[config.mk]
export PLATFORM = sky130hd
export DESIGN_NAME = data_mem_arbiter
export DESIGN_NICKNAME = d
export VERILOG_FILES = /design/src/rtl/data_mem_arb_pkg.sv /design/src/rtl/data_mem_arbiter_rr_arb2.sv /design/src/rtl/data_mem_arbiter.sv
export SDC_FILE = /design/constraint.sdc
export NUM_CORES = 1
export LEC_CHECK = 0
export BUFFER_PORTS_ARGS = -buffer_cell sky130_fd_sc_hd__buf_2
export CAP_MARGIN = 20
export CORE_ASPECT_RATIO = 1.2
export CORE_MARGIN = 3
export CORE_UTILIZATION = 35
export DETAILED_ROUTE_END_ITERATION = 16
export GPL_TIMING_DRIVEN = 0
export HOLD_SLACK_MARGIN = 0.1
export PLACE_DENSITY = 0.75
export SLEW_MARGIN = 10
export SYNTH_ARGS = -nofsm -noshare
export SYNTH_HDL_FRONTEND = slang
export SYNTH_SLANG_ARGS = --single-unit
[constraint.sdc]
create_clock -name clk -period 2.3 [get_ports clk]
set_clock_uncertainty 0.2 [all_clocks]
set_input_delay 0 -clock clk [delete_from_list [all_inputs] [get_ports clk]]
set_output_delay 0 -clock clk [all_outputs]
set_load 0.1 [all_outputs]
[src/rtl/data_mem_arb_pkg.sv]
// data_mem_arb_pkg
//   Shared definitions for the data_mem arbiter: FSM state encoding,
//   master identifiers, the sign/width codes understood by data_mem and
//   the default access timeout.
package data_mem_arb_pkg;

  typedef enum logic [2:0] {
    ST_IDLE  = 3'd0,
    ST_ISSUE = 3'd1,
    ST_ACK   = 3'd2,
    ST_BUSY  = 3'd3,
    ST_RESP  = 3'd4
  } arb_state_e;

  // Master identifiers (also the index into the per-master arrays).
  localparam logic MASTER_LSU = 1'b0;  // core load/store unit
  localparam logic MASTER_AUX = 1'b1;  // boot/debug loader or DMA

  // sign_mask codes shared with data_mem: bits [2:0] select the width,
  // bit 3 requests sign extension on loads.
  localparam logic [3:0] SM_BYTE   = 4'b0001;
  localparam logic [3:0] SM_HALF   = 4'b0011;
  localparam logic [3:0] SM_WORD   = 4'b0111;
  localparam logic [3:0] SM_SIGNED = 4'b1000;
  localparam logic [3:0] SM_BYTE_S = SM_BYTE | SM_SIGNED;
  localparam logic [3:0] SM_HALF_S = SM_HALF | SM_SIGNED;

  localparam int DEFAULT_TIMEOUT = 64;
  localparam int TMO_CNT_W       = 7;

  // One-hot mask bit for a master id.
  function automatic logic [1:0] id_onehot(input logic id);
    return id ? 2'b10 : 2'b01;
  endfunction

endpackage

[src/rtl/data_mem_arbiter_rr_arb2.sv]
// rr_arb2
//   Combinational two-way round-robin pick.
//   Ports:
//     req        in  2 : raw requests, bit N = master N
//     mask       in  2 : requests to ignore this cycle
//     last_grant in  1 : master served most recently
//     gnt_valid  out 1 : some unmasked request is present
//     gnt_id     out 1 : winning master
module rr_arb2
  import data_mem_arb_pkg::*;
(
  input  logic [1:0] req,
  input  logic [1:0] mask,
  input  logic       last_grant,
  output logic       gnt_valid,
  output logic       gnt_id
);

  logic [1:0] elig;

  assign elig = req & ~mask;

  always_comb begin
    gnt_valid = |elig;
    gnt_id    = MASTER_LSU;
    case (elig)
      2'b01:   gnt_id = MASTER_LSU;
      2'b10:   gnt_id = MASTER_AUX;
      // Tie: the master that was not served last goes next.
      2'b11:   gnt_id = ~last_grant;
      default: gnt_id = MASTER_LSU;
    endcase
  end

endmodule

[src/rtl/data_mem_arbiter.sv]
// data_mem_arbiter
//   Shares the single-ported data_mem between the core LSU (master 0) and a
//   secondary port (master 1). Accesses are serialised round-robin, issued as
//   one-cycle memread/memwrite strobes, and completed when data_mem's
//   clk_stall busy flag has risen and fallen again. A timeout aborts an
//   access if the memory hangs.
//   Ports:
//     clk, reset                 : clock, synchronous active-high reset
//     mN_req/addr/wdata/we/sign_mask : master N request (req held until done)
//     mN_rdata/done/err          : master N response (done is a 1-cycle pulse)
//     mem_addr/write_data/sign_mask  : registered copy of the granted request
//     mem_memread/memwrite       : one-cycle access strobes
//     mem_read_data, mem_clk_stall   : memory result and busy flag
//     timeout_seen               : sticky, set on any timeout
module data_mem_arbiter
  import data_mem_arb_pkg::*;
#(
  parameter int TIMEOUT = DEFAULT_TIMEOUT
) (
  input  logic        clk,
  input  logic        reset,
  input  logic        m0_req,
  input  logic [31:0] m0_addr,
  input  logic [31:0] m0_wdata,
  input  logic        m0_we,
  input  logic [3:0]  m0_sign_mask,
  output logic [31:0] m0_rdata,
  output logic        m0_done,
  output logic        m0_err,
  input  logic        m1_req,
  input  logic [31:0] m1_addr,
  input  logic [31:0] m1_wdata,
  input  logic        m1_we,
  input  logic [3:0]  m1_sign_mask,
  output logic [31:0] m1_rdata,
  output logic        m1_done,
  output logic        m1_err,
  output logic [31:0] mem_addr,
  output logic [31:0] mem_write_data,
  output logic [3:0]  mem_sign_mask,
  output logic        mem_memread,
  output logic        mem_memwrite,
  input  logic [31:0] mem_read_data,
  input  logic        mem_clk_stall,
  output logic        timeout_seen
);

  localparam logic [TMO_CNT_W-1:0] TMO_LIMIT = TMO_CNT_W'(TIMEOUT);

  // Per-master request views, indexed by master id.
  logic [1:0]  req_v;
  logic [31:0] addr_v  [2];
  logic [31:0] wdata_v [2];
  logic        we_v    [2];
  logic [3:0]  sm_v    [2];

  assign req_v      = {m1_req, m0_req};
  assign addr_v[0]  = m0_addr;
  assign addr_v[1]  = m1_addr;
  assign wdata_v[0] = m0_wdata;
  assign wdata_v[1] = m1_wdata;
  assign we_v[0]    = m0_we;
  assign we_v[1]    = m1_we;
  assign sm_v[0]    = m0_sign_mask;
  assign sm_v[1]    = m1_sign_mask;

  arb_state_e           state_q, state_d;
  logic                 grant_id_q, grant_id_d;
  logic                 last_grant_q, last_grant_d;
  logic [1:0]           mask_q, mask_d;
  logic [TMO_CNT_W-1:0] tmo_cnt_q, tmo_cnt_d, tmo_cnt_inc;
  logic                 timeout_seen_q, timeout_seen_d;
  logic [31:0]          addr_q, addr_d;
  logic [31:0]          wdata_q, wdata_d;
  logic [3:0]           sm_q, sm_d;
  logic                 we_q, we_d;
  logic                 memread_q, memread_d;
  logic                 memwrite_q, memwrite_d;

  // Response to be presented in the next cycle (the RESP cycle).
  logic                 resp_fire_d;
  logic                 resp_err_d;
  logic [31:0]          resp_data_d;

  logic                 gnt_valid;
  logic                 gnt_id;

  rr_arb2 u_rr_arb2 (
    .req        (req_v),
    .mask       (mask_q),
    .last_grant (last_grant_q),
    .gnt_valid  (gnt_valid),
    .gnt_id     (gnt_id)
  );

  always_comb begin
    state_d        = state_q;
    grant_id_d     = grant_id_q;
    last_grant_d   = last_grant_q;
    mask_d         = 2'b00;          // mask lives for exactly one IDLE cycle
    tmo_cnt_d      = tmo_cnt_q;
    timeout_seen_d = timeout_seen_q;
    addr_d         = addr_q;
    wdata_d        = wdata_q;
    sm_d           = sm_q;
    we_d           = we_q;
    memread_d      = 1'b0;           // strobes default low: never held
    memwrite_d     = 1'b0;
    resp_fire_d    = 1'b0;
    resp_err_d     = 1'b0;
    resp_data_d    = '0;
    tmo_cnt_inc    = tmo_cnt_q + TMO_CNT_W'(1);

    case (state_q)
      ST_IDLE: begin
        // A memory still draining an access (e.g. across our reset) blocks
        // any new issue, since data_mem would re-trigger on our strobe.
        if (!mem_clk_stall && gnt_valid) begin
          grant_id_d = gnt_id;
          addr_d     = addr_v[gnt_id];
          wdata_d    = wdata_v[gnt_id];
          sm_d       = sm_v[gnt_id];
          we_d       = we_v[gnt_id];
          memread_d  = ~we_v[gnt_id];
          memwrite_d = we_v[gnt_id];
          state_d    = ST_ISSUE;
        end
      end
      ST_ISSUE: begin
        tmo_cnt_d = '0;
        state_d   = ST_ACK;
      end
      ST_ACK: begin
        tmo_cnt_d = tmo_cnt_inc;
        if (tmo_cnt_inc == TMO_LIMIT) begin
          resp_fire_d    = 1'b1;
          resp_err_d     = 1'b1;
          timeout_seen_d = 1'b1;
          state_d        = ST_RESP;
        end else if (mem_clk_stall) begin
          state_d = ST_BUSY;
        end
      end
      ST_BUSY: begin
        tmo_cnt_d = tmo_cnt_inc;
        // A genuine completion wins over a timeout landing in the same cycle.
        if (!mem_clk_stall) begin
          resp_fire_d = 1'b1;
          resp_data_d = we_q ? 32'd0 : mem_read_data;
          state_d     = ST_RESP;
        end else if (tmo_cnt_inc == TMO_LIMIT) begin
          resp_fire_d    = 1'b1;
          resp_err_d     = 1'b1;
          timeout_seen_d = 1'b1;
          state_d        = ST_RESP;
        end
      end
      ST_RESP: begin
        last_grant_d = grant_id_q;
        mask_d       = id_onehot(grant_id_q);
        state_d      = ST_IDLE;
      end
      default: state_d = ST_IDLE;
    endcase
  end

  always_ff @(posedge clk) begin
    if (reset) begin
      state_q        <= ST_IDLE;
      grant_id_q     <= MASTER_LSU;
      last_grant_q   <= MASTER_AUX;  // so master 0 wins the first tie
      mask_q         <= 2'b00;
      tmo_cnt_q      <= '0;
      timeout_seen_q <= 1'b0;
      addr_q         <= '0;
      wdata_q        <= '0;
      sm_q           <= '0;
      we_q           <= 1'b0;
      memread_q      <= 1'b0;
      memwrite_q     <= 1'b0;
    end else begin
      state_q        <= state_d;
      grant_id_q     <= grant_id_d;
      last_grant_q   <= last_grant_d;
      mask_q         <= mask_d;
      tmo_cnt_q      <= tmo_cnt_d;
      timeout_seen_q <= timeout_seen_d;
      addr_q         <= addr_d;
      wdata_q        <= wdata_d;
      sm_q           <= sm_d;
      we_q           <= we_d;
      memread_q      <= memread_d;
      memwrite_q     <= memwrite_d;
    end
  end

  // Per-master response registers; only the granted master sees the pulse,
  // and rdata is zero whenever done is low.
  for (genvar gi = 0; gi < 2; gi++) begin : g_resp
    logic        done_q;
    logic        err_q;
    logic [31:0] rdata_q;
    logic        hit;

    assign hit = resp_fire_d && (grant_id_q == 1'(gi));

    always_ff @(posedge clk) begin
      if (reset) begin
        done_q  <= 1'b0;
        err_q   <= 1'b0;
        rdata_q <= '0;
      end else begin
        done_q  <= hit;
        err_q   <= hit && resp_err_d;
        rdata_q <= hit ? resp_data_d : 32'd0;
      end
    end
  end

  assign m0_done        = g_resp[0].done_q;
  assign m0_err         = g_resp[0].err_q;
  assign m0_rdata       = g_resp[0].rdata_q;
  assign m1_done        = g_resp[1].done_q;
  assign m1_err         = g_resp[1].err_q;
  assign m1_rdata       = g_resp[1].rdata_q;

  assign mem_addr       = addr_q;
  assign mem_write_data = wdata_q;
  assign mem_sign_mask  = sm_q;
  assign mem_memread    = memread_q;
  assign mem_memwrite   = memwrite_q;
  assign timeout_seen   = timeout_seen_q;

endmodule

## After elaboration in Yosys (flattened, before gate mapping)

Cells that the tools add are included.
W data, S select, Z words.

- Multiplexer cells: 32
- Bitwise gates (word level): 11
- Order comparisons: 1
- Reductions and logical operators: 18
- $add $sub $neg: 1
- Eq/ne operators: 11

Operator list:

| cell | count |
|---|---|
| $mux W32 | 9 |
| $mux W3 | 5 |
| $pmux W7 S2 | 1 |
| $mux W4 | 3 |
| $pmux W3 S4 | 1 |
| $reduce_or A2 Y1 | 5 |
| $mux W1 | 8 |
| $not A1 Y1 | 8 |
| $pmux W1 S2 | 4 |
| $add A7 B1 Y7 const B | 1 |
| $eq A7 B7 Y1 const B | 1 |
| $eq A3 B2 Y1 const B | 2 |
| $ne A3 B3 Y1 const B | 2 |
| $logic_and A1 B1 Y1 | 5 |
| $eq A2 B2 Y1 const B | 2 |
| $ne A2 B2 Y1 const B | 2 |
| $reduce_and A2 Y1 | 2 |
| $reduce_bool A2 Y1 | 2 |
| $eq A3 B1 Y1 const B | 1 |
| $eq A3 B3 Y1 const B | 1 |
| $logic_not A3 Y1 | 1 |
| $reduce_and A3 Y1 | 1 |
| $reduce_or A3 Y1 | 1 |
| $and A2 B2 Y2 | 1 |
| other kinds (5) | 5 |

- Logic and storage cells: 92
- Input port bits: 175
- Register bits after elaboration: 154

## Logic depth before layout (Yosys ltp)

Gate-level depths: netlist of run 1.

- Depth after elaboration: 9
- Gate-level depth with buffers: 7
- Mapped depth without buffers: 6

## Hierarchy

A second synthesis of run 1 with hierarchy kept.

- Cell total of the unflattened synthesis: 556
- Area, all modules: 5794.3 um^2

Modules (own cells, without submodules):

| module | times used | cells each | area an instance (um^2) |
|---|---|---|---|
| data_mem_arbiter | 1 | 551 | 5755.5 |
| rr_arb2 | 1 | 5 | 38.8 |

## Least setup slack after synthesis of run 1

OpenSTA, ideal clock, no wires.

- Path kind: register -> register
- Start point: register tmo_cnt_q[0]
- End point: register state_q[0]
- Stages on the path, launching flop included: 7
- Clock period less this slack: 2.059 ns
- Required time: 1.972 ns
- Setup slack: 0.241 ns
- Buffers on the path: 0
- Data arrival time: 1.732 ns
- Cells stage by stage: dfxtp_1 ha_1 nand3_2 or3_4 a2111oi_4 o21bai_1 nor4bb_1

- Longest elaborated chain between the ends: 4

RTL lines:

| element | RTL line | RTL |
|---|---|---|
| start: declaration | data_mem_arbiter.sv:71 | `logic [TMO_CNT_W-1:0] tmo_cnt_q, tmo_cnt_d, tmo_cnt_inc;` |
| start signal: assignment | data_mem_arbiter.sv:186 | `tmo_cnt_q <= tmo_cnt_d;` |
| $add A7 B1 Y7 (*) | data_mem_arbiter.sv:112 | `tmo_cnt_inc = tmo_cnt_q + TMO_CNT_W'(1);` |
| $eq A7 B7 Y1 (*) | data_mem_arbiter.sv:135, data_mem_arbiter.sv:151 |  |
| $mux W3 or $ne A3 B3 Y1 (tied branches) | n/a |  |
| $pmux W3 S4 or $reduce_and A3 Y1 (tied branches) | n/a |  |
| end signal: assignment | data_mem_arbiter.sv:182 | `state_q <= state_d;` |
| end: declaration | data_mem_arbiter.sv:67 | `arb_state_e state_q, state_d;` |

Every way passes the cells marked *; elsewhere a longest branch is shown, timed or not.
A chain may end at the register's enable or synchronous reset.

## Final worst setup path of run 1

- Start point: register tmo_cnt_q[1]
- End point: register g_resp[0].err_q (netlist: m0_err)

- Longest elaborated chain between the ends: 7

RTL lines:

| element | RTL line | RTL |
|---|---|---|
| $add A7 B1 Y7 (*) | data_mem_arbiter.sv:112 |  |
| $eq A7 B7 Y1 (*) | data_mem_arbiter.sv:135, data_mem_arbiter.sv:151 |  |
| $mux W1 (*) | data_mem_arbiter.sv:135, data_mem_arbiter.sv:151 |  |
| $mux W1 | data_mem_arbiter.sv:147 | `if (!mem_clk_stall) begin` |
| $pmux W1 S2 | data_mem_arbiter.sv:114 | `case (state_q)` |
| $logic_and A1 B1 Y1 | data_mem_arbiter.sv:205 | `assign hit = resp_fire_d && (grant_id_q == 1'(gi));` |
| $logic_and A1 B1 Y1 (*) | data_mem_arbiter.sv:214 | `err_q <= hit && resp_err_d;` |
| end signal: assignment | data_mem_arbiter.sv:214 |  |
| end: declaration | data_mem_arbiter.sv:201 | `logic err_q;` |

Marks and branches as above.

==> results of run 1 <==
## repair_timing
item / in CTS / in global routing
endpoints found under the hold margin: 143 / 0
hold buffers: 172 / 0
resized for setup: 3 / 16
pin swaps: 1 / 0
buffers inserted: 2 / 0
endpoints found under the setup margin: 73 / 57
## cell usage after synthesis (2+ instances only)
library cell	count
dfxtp_1	154
nor2_1	149
nand2_1	142
a311oi_1	68
nand2b_1	34
clkbuf_1	33
buf_2	18
a21oi_1	7
nor3_1	6
a22oi_1	4
a211oi_1	3
nand3_1	3
a21o_2	2
buf_1	2
inv_1	2
mux2i_1	2
nor2b_1	2
nor3b_1	2
nor4_2	2
o21ai_0	2
or4_1	2
## per-stage QoR
stage	power [mW]	instances	worst slack (ns)
final	10.7	1386	0.0774
after detailed placement	7.59	1181	-0.451
after floorplan	6.73	661	0.241
after CTS	10.6	1386	0.00609
after global routing	11.0	1386	-0.000409
after global placement	7.56	1181	-0.436
## worst max path at each step
stage                                    to  cells after the start  slack [ns]         start
after floorplan                  state_q[0]                      6        0.24  tmo_cnt_q[0]
final                                m0_err                      7        0.08  tmo_cnt_q[1]
after global routing           m1_rdata[31]                      7     -0.0004    state_q[1]
after detailed placement  mem_write_data[0]                      7       -0.45     mask_q[0]
after CTS                        state_q[1]                      7       0.006  tmo_cnt_q[0]
after global placement     mem_sign_mask[2]                      7       -0.44     mask_q[0]
## where the power goes
group | internal [mW] | switching, mW
clock network | 1.54 | 1.22
registers | 3.04 | 0.204
logic | 1.02 | 3.63
total | 5.60 | 5.06
## logic make-up (layout without fill, tap and decap cells)
group                    after synthesis  in the layout  synth area share, %
AND/OR/NAND/NOR                      353            353                 26.7
buffers and inverters                 57            574                 4.24
multiplexers                           3              3                0.552
adder cells (fa/ha/maj)                1              1                0.221
flip-flops                           154            154                 54.4
AO/OA/AOI/OAI                         93             93                 13.9
## flip-flops by register name (all words and copies together), names as in the netlist, 2 cells and up
| signal | count |
|---|---|
| tmo_cnt_q | 7 |
| state_q | 3 |
| mask_q | 2 |
| mem_sign_mask | 4 |
| mem_write_data | 32 |
| m1_rdata | 32 |
| mem_addr | 32 |
| m0_rdata | 32 |
## cell usage in the layout, fill, tap and decap left out, types with 2 or more instances in the layout
| master | n |
|---|---|
| nand3_2 | 2 |
| a311oi_1 | 68 |
| nor4_2 | 2 |
| nand2_1 | 142 |
| clkbuf_1 | 30 |
| inv_6 | 4 |
| or4_1 | 2 |
| a21oi_1 | 7 |
| a22oi_1 | 4 |
| a21o_2 | 2 |
| dfxtp_1 | 153 |
| nor3b_1 | 2 |
| dlygate4sd3_1 | 172 |
| clkbuf_2 | 3 |
| clkinvlp_4 | 4 |
| nor3_1 | 5 |
| a211oi_1 | 3 |
| inv_8 | 3 |
| mux2i_1 | 2 |
| nand2b_1 | 34 |
| inv_1 | 2 |
| clkbuf_4 | 4 |
| nor2_1 | 149 |
| clkinv_4 | 2 |
| buf_2 | 327 |
| clkbuf_16 | 17 |
| nor2b_1 | 2 |
| buf_4 | 3 |
## worst max-delay path, stage by stage, from the launching register on
cell       delay, ns
dfxtp_1         0.39
ha_1            0.23
nand3_2         0.13
or3_4           0.42
a2111oi_4       0.29
buf_4           0.19
nand2_1         0.09
nor4_2          0.18
## layer usage
metal	wire (um)	vias up	global-route usage, %
met5	0	-	0
met4	1320	0	15.8
met3	2090	107	8.55
met2	12100	400	46.3
met1	8800	3143	28.1
li1	-	3256	-
## cell type report
cell class	instances	area [um^2]	area share [%]
clock inverter	14	155	1.57
sequential	154	3080	31.3
clock buffer	18	429	4.36
tap	208	260	2.64
timing repair buffer	486	3300	33.5
inverter	3	15.0	0.152
multi-input combinational	450	2370	24.1
buffer	53	240	2.44
==> metrics, run 1 <==
Mapped Cells 661; largest net degree at the start of global routing 20; LEAKAGE 4.65 nW; Syn Area/Cell 8.57 um^2; I/O pin total 314; Nets 1341; Post-synth EDFFs 0; kind of critical path reg2reg; Top FF cell, synth dfxtp_1; worst slew pin tran 0.826 ns; diodes inserted 0; Crit Reg-Reg Startpoint tmo_cnt_q[1]; Synth top area share between 50% and 60%; Area Overhead vs Synth 73.9%; row count 50; Worst Reg-to-Reg Cells 7; pwr dens 1080 mW/mm^2; vias in the first global route approximately 7000; asr flop ratio synth 0%; IO buf count 312; Setup-failing EPs final 0; fin util a little over three fifths; worst-skew pair later-pin latency 0.42 ns; Synth cell types 43; Post-DP Area 0.00749 mm^2; CTS tree done; WP data required about 2.4 ns; Seq/Total Area, Yosys between 50 and 60%; clock root buffer clkbuf_16; CTS Buffer Depth 2; Final min period 2.22 ns; drt pass-1 iters 5; total negative setup slack 0 ns; Max-Cap Viols 0; HPWL after DPL 14800 um; H-tree levels 4; Hold WS roughly 0.16 ns; post-synth top area cell dfxtp_1; first-pass GRT wire length ~37000 um; Die Y about 150 um; WP data arrival 2.34 ns; R2R Setup Slk 0.08 ns; syn nets 837; final hold viol count 0; status completed; Worst slew margin 44.9%; die area 0.0178 mm^2; DRT antenna net count 0; Hold Crit Class in2reg; fin area approximately 0.0099 mm^2; Tot GR Track Use 26.8%; clock transition at the registers of the reported paths 0.07 ns; layout cells sized above 1 32.7%; Peak Freq 450 MHz; crit-path max FO 5; GPL Wtd Cong 0.862; Synthesis Warnings 0; Die W approximately 120 um; DR vias 6906; hold_sp mem_read_data[27]; filler instances about 1200; initial antenna violation count 0; worst hold endpoint m0_rdata[27]; drc violations 0; First DRT Iteration DRCs 414; CTS Sinks 154; hold path depth 4; Initial Util around 36%; Critical Path Sink Type flip-flop; Via density about 5; Yosys reg bits 154; total gr overflow 0; core area 0.0157 mm^2; final worst path period share approximately 97%; count of pins over their slew limit 0; synth top area cells dfxtp_1 (54%), a311oi_1 (11%), nor2_1 (9.9%); total wire length between 20000 and 25000 um; Max VDD drop 0.000810 V; mapped cell area 0.00566 mm^2; per-cell routed wire length approximately 18 um; CTS buffer count 17; FF-to-FF End m0_err; CP startpoint kind flip-flop
No activity file was read; power rests on OpenSTA's default activity.
==> run 2, diff against run 1 <==
Clock period 2.3 ns to 2.55 ns, I/O delays scaled along.
==> run 2 against run 1 <==
  * Final cell count is essentially flat
  * Via count fell by 0.29%
  * Clock power down 9.8%
  * Wire length decreased by 0.71%
  * Critical path type unchanged
  * Critical endpoint is now mem_write_data[11]
  * Largest cell class unchanged
==> metrics, run 2 (synthesis results as in run 1) <==
core area between 0.015 and 0.02 mm^2; Tot GR Track Use 26.7%; overall power approximately 9.6 mW; status completed; Comb pwr share approximately 44%; first-pass GRT wire length 36900 um; clock root buffer clkbuf_16; sw power 4.55 mW; final worst path period share 94.1%; First DRT Iteration DRCs slightly above 400; Critical Path Sink Type flip-flop; Via density a little under 5; total wire length 24200 um; crit-path max FO 19; GPL Wtd Cong ~0.86; Hold Crit Class in2reg; CTS Buffer Depth 2; crit path cell chain nand3b_1 > nand3_1 > clkinv_1 > buf_2 > nand2_1 > a311oi_1; Initial Util 36.1%; IO buf count 312; vias in the first global route between 7000 and 8000; clock transition at the registers of the reported paths about 0.07 ns; Final min period approximately 2.4 ns; LEAKAGE 4.64 nW; Die Y 145 um; WP data required between 2 and 3 ns; diodes inserted 0; Max-Cap Viols 0; WP data arrival around 2.5 ns; Internal between 5 and 6 mW; Max VDD drop roughly 0.00073 V; most common cell after layout, fill and taps aside buf_2; total gr overflow 0; total negative setup slack 0 ns; HPWL after DPL 14800 um; worst-skew pair later-pin latency 0.42 ns; most frequent cells in the layout buf_2 (330), dlygate4sd3_1 (172), dfxtp_1 (154); CTS tree done; row count 50; slowest CP cell buf_2; CTS Sinks 154; pwr dens 978 mW/mm^2; Area Overhead vs Synth 73.1%; CP startpoint kind flip-flop; count of pins over their slew limit 0; CP peak stage delay 0.49 ns; DRT antenna net count 0; Seq pwr share 30.5%; die area approximately 0.018 mm^2; clock power share about 26%; drc violations 0; H-tree levels 4; drt pass-1 iters 5; Nets 1340; initial antenna violation count 0; Net Sw Frac between 40% and 50%; per-cell routed wire length about 17 um; largest net degree at the start of global routing 20; RSZ-0062 raised after global routing no; Worst slew margin ~45%; DR vias 6886; I/O pin total 314; Peak Freq 417 MHz; final hold viol count 0; kind of critical path reg2reg; CTS buffer count 17; Setup-failing EPs final 0; worst slew pin tran 0.829 ns; Die W 122 um; layout cells sized above 1 between 30% and 40%
==> run 2: worst paths after layout <==
kind | start | endpoint | slack [ns] | depth (start not counted)
setup / recovery | mask_q[0] | mem_write_data[11] | 0.15 | 6
hold / removal | mem_read_data[27] | m0_rdata[27] | 0.17 | 4
setup reg to reg | mask_q[0] | mem_write_data[11] | 0.15 | 6
hold reg to reg | last_grant_q | last_grant_q | 0.29 | 1
==> run 2: repair_timing <==
action                                  CTS  global route
pin swaps                                 0             0
endpoints found under the setup margin   20            71
hold buffers                            172             0
endpoints found under the hold margin   143             0
gates resized for setup                   1             0
buffers inserted                          0             2
==> run 2: through the flow <==
step | cells | instance area (um^2) | setup slack (ns) | hold slack (ns) | util, %
4_1_cts | 1383 | 9790 | 0.0102 | 0.138 | 62.4
2_1_floorplan | 661 | 5660 | 0.491 | -0.0491 | -
6_report | 1385 | 9810 | 0.150 | 0.168 | 62.4
3_3_place_gp | 1181 | 7490 | -0.186 | 0.0421 | 47.7
3_5_place_dp | 1181 | 7490 | -0.201 | 0.0476 | 47.7
5_1_grt | 1385 | 9810 | 0.0116 | 0.181 | 62.4
==> run 2: cell type report <==
| cell class | count | area [um^2] |
|---|---|---|
| Clock inverter | 14 | 155 |
| Inverter | 3 | 11.3 |
| Fill cell | 1199 | 5900 |
| Tap cell | 208 | 260 |
| Timing Repair Buffer | 486 | 3300 |
| Sequential cell | 154 | 3080 |
| Buffer | 52 | 221 |
| Multi-Input combinational cell | 450 | 2350 |
| Clock buffer | 18 | 429 |
==> run 2: metal layers <==
layer  up-vias  GRT usage [%]  routed length, um
met5         -              0                  0
met4         0           15.5               1200
met3        97           8.59               2150
met2       411           46.4              12200
met1      3129           27.8               8640
li1       3249              -                  -
==> run 2: worst max-delay path: cells and delay by family (launching register included) <==
kind / cells / cell delay, ns
DFF: 1 / 0.32
AOI/OAI and AO/OA: 1 / 0.31
and+or+nand+nor: 3 / 0.61
buffers and inverters: 2 / 0.85
==> run 2: power groups by stage <==
stage	registers [mW]	logic, mW	clock network (mW)
6_report	2.92	4.18	2.49
3_5_place_dp	2.95	3.89	0
5_1_grt	2.95	4.36	2.60
3_3_place_gp	2.95	3.87	0
2_1_floorplan	5.16	0.910	0
4_1_cts	2.91	4.11	2.53
==> run 3, diff against run 2 <==
Settings changed: CORE_MARGIN 3 to 2, CTS_BUF_LIST from default to sky130_fd_sc_hd__clkbuf_4 sky130_fd_sc_hd__clkbuf_8.
==> run 3 against run 2 <==
  * Worst hold slack lost 0.035 ns
  * Flip-flop and latch count is the same
  * Clock-buffer cell count is the same
  * Register-to-register slack gained 0.08 ns
  * Combinational power is essentially flat
  * Wire length shrank 1.6%
  * Power shrank 7.6%
  * Sequential power is essentially flat
  * Design area shrank 2.0%
==> metrics, run 3 (synthesis results as in run 1) <==
H-tree levels 4; first-pass GRT wire length 36400 um; Area Overhead vs Synth 69.7%; CTS tree done; core area 0.0157 mm^2; largest net degree at the start of global routing 20; CTS Buffer Depth 2; CTS buffer count 17; per-cell routed wire length around 17 um; Hold Crit Class in2reg; crit path cell chain ha_1 > nand3_2 > or3_4 > a2111oi_4 > nand2_1 > nor4_2; clock transition at the registers of the reported paths 0.09 ns; drt pass-1 iters 5; row count 50; worst slew pin tran 0.814 ns; initial antenna violation count 0; Die W between 100 and 150 um; final worst slack 0.233 ns; pre-CTS setup slack -0.219 ns; CP peak stage delay 0.49 ns; DR vias 7015; Worst slew margin between 40% and 50%; WP data required 2.70 ns; IO buf count 312; vias in the first global route 7167; count of pins over their slew limit 0; pwr dens 922 mW/mm^2; HPWL after DPL 14500 um; kind of critical path reg2reg; Nets 1342; clock root buffer clkbuf_8; total wire length ~24000 um; final hold viol count 0; layout cells sized above 1 32.1%; CP delay by family, top simple AND/OR/NAND/NOR gates; final worst path period share 90.9%; Post-DP Area about 0.0075 mm^2; Max-Cap Viols 0; most frequent cells in the layout buf_2 (330), dlygate4sd3_1 (173), dfxtp_1 (154); Via density 5.05; CP startpoint kind flip-flop; Die Y 143 um; GPL Wtd Cong 0.837; Tot GR Track Use 27.2%; crit-path max FO 6; Bufs and invs on worst path 0; Setup-failing EPs final 0; Peak Freq 432 MHz; slowest CP cell a2111oi_4; RSZ-0062 raised after global routing no; Critical Path Sink Type flip-flop; CTS Sinks between 150 and 200; LEAKAGE 4.55 nW; Final min period around 2.3 ns; Max VDD drop between 0.0005 and 0.0006 V; filler instances 1257; I/O pin total between 300 and 400; most common cell after layout, fill and taps aside buf_2; status completed; fin area about 0.0096 mm^2; Initial Util 36.1%; drc violations 0; total gr overflow 0; worst-skew pair later-pin latency 0.45 ns; First DRT Iteration DRCs 461; die area 0.0172 mm^2; DRT antenna net count 0; WP data arrival 2.47 ns
## run 3: changes by cell type in the layout (fill, tap and decap cells not counted), sizes merged
cell and change:
diode +2, dlygate4sd3 +1, bufinv -1, buf +1, inv +1
## run 3: layout make-up
class | instances | area [um^2] | area share, %
Timing Repair Buffer | 488 | 3320 | 34.5
Clock inverter | 14 | 126 | 1.31
Buffer | 52 | 221 | 2.30
Inverter | 3 | 11.3 | 0.117
Clock buffer | 18 | 241 | 2.51
Antenna cell | 2 | 5.00 | 0.0521
Tap cell | 208 | 260 | 2.71
Multi-Input combinational cell | 450 | 2350 | 24.4
Sequential cell | 154 | 3080 | 32.1
## run 3: worst paths after layout
kind,slack [ns],start,endpoint,cells past startpoint
setup / recovery,0.23,tmo_cnt_q[0],m0_err,6
hold / removal,0.13,mem_read_data[30],m0_rdata[30],4
setup reg to reg,0.23,tmo_cnt_q[0],m0_err,6
hold reg to reg,0.29,last_grant_q,last_grant_q,1
## run 3: power breakdown
group | switching (mW) | total, mW | internal (mW)
Combinational | 3.26 | 4.18 | 0.923
Clock | 1.03 | 1.75 | 0.722
Sequential | 0.196 | 2.93 | 2.74
Total | 4.48 | 8.86 | 4.38
## run 3: repair_timing
item | 4_1_cts | 5_1_grt
buffers inserted | 0 | 3
pin swaps | 0 | 0
setup endpoints to repair | 13 | 22
hold buffers | 173 | 0
hold endpoints to repair | 144 | 0
resized for setup | 1 | 0
## run 3: worst register-to-register path, cell delays in order (launching register included)
cell and delay, ns:
dfxtp_1 0.44, ha_1 0.25, nand3_2 0.12, or3_4 0.42, a2111oi_4 0.49, nand2_1 0.14, nor4_2 0.16
## run 3: metal layers
metal  global-route usage, %  share of wire, %
met5                       0                 0
met4                    18.2               5.7
met3                    6.35               8.5
met2                    47.3                49
met1                    29.3                37
## run 3: metrics by stage
| stage | std cells | utilization (%) | power, mW | hold WS [ns] | TNS, ns |
|---|---|---|---|---|---|
| after floorplan | 661 | - | 6.07 | -0.0491 | 0 |
| after global placement | 1181 | 47.7 | 6.83 | 0.0426 | -0.810 |
| after detailed placement | 1181 | 47.7 | 6.87 | 0.0468 | -1.58 |
| after CTS | 1384 | 61.0 | 8.82 | 0.101 | 0 |
| after global routing | 1387 | 61.2 | 9.21 | 0.129 | 0 |
| final | 1389 | 61.2 | 8.86 | 0.133 | 0 |
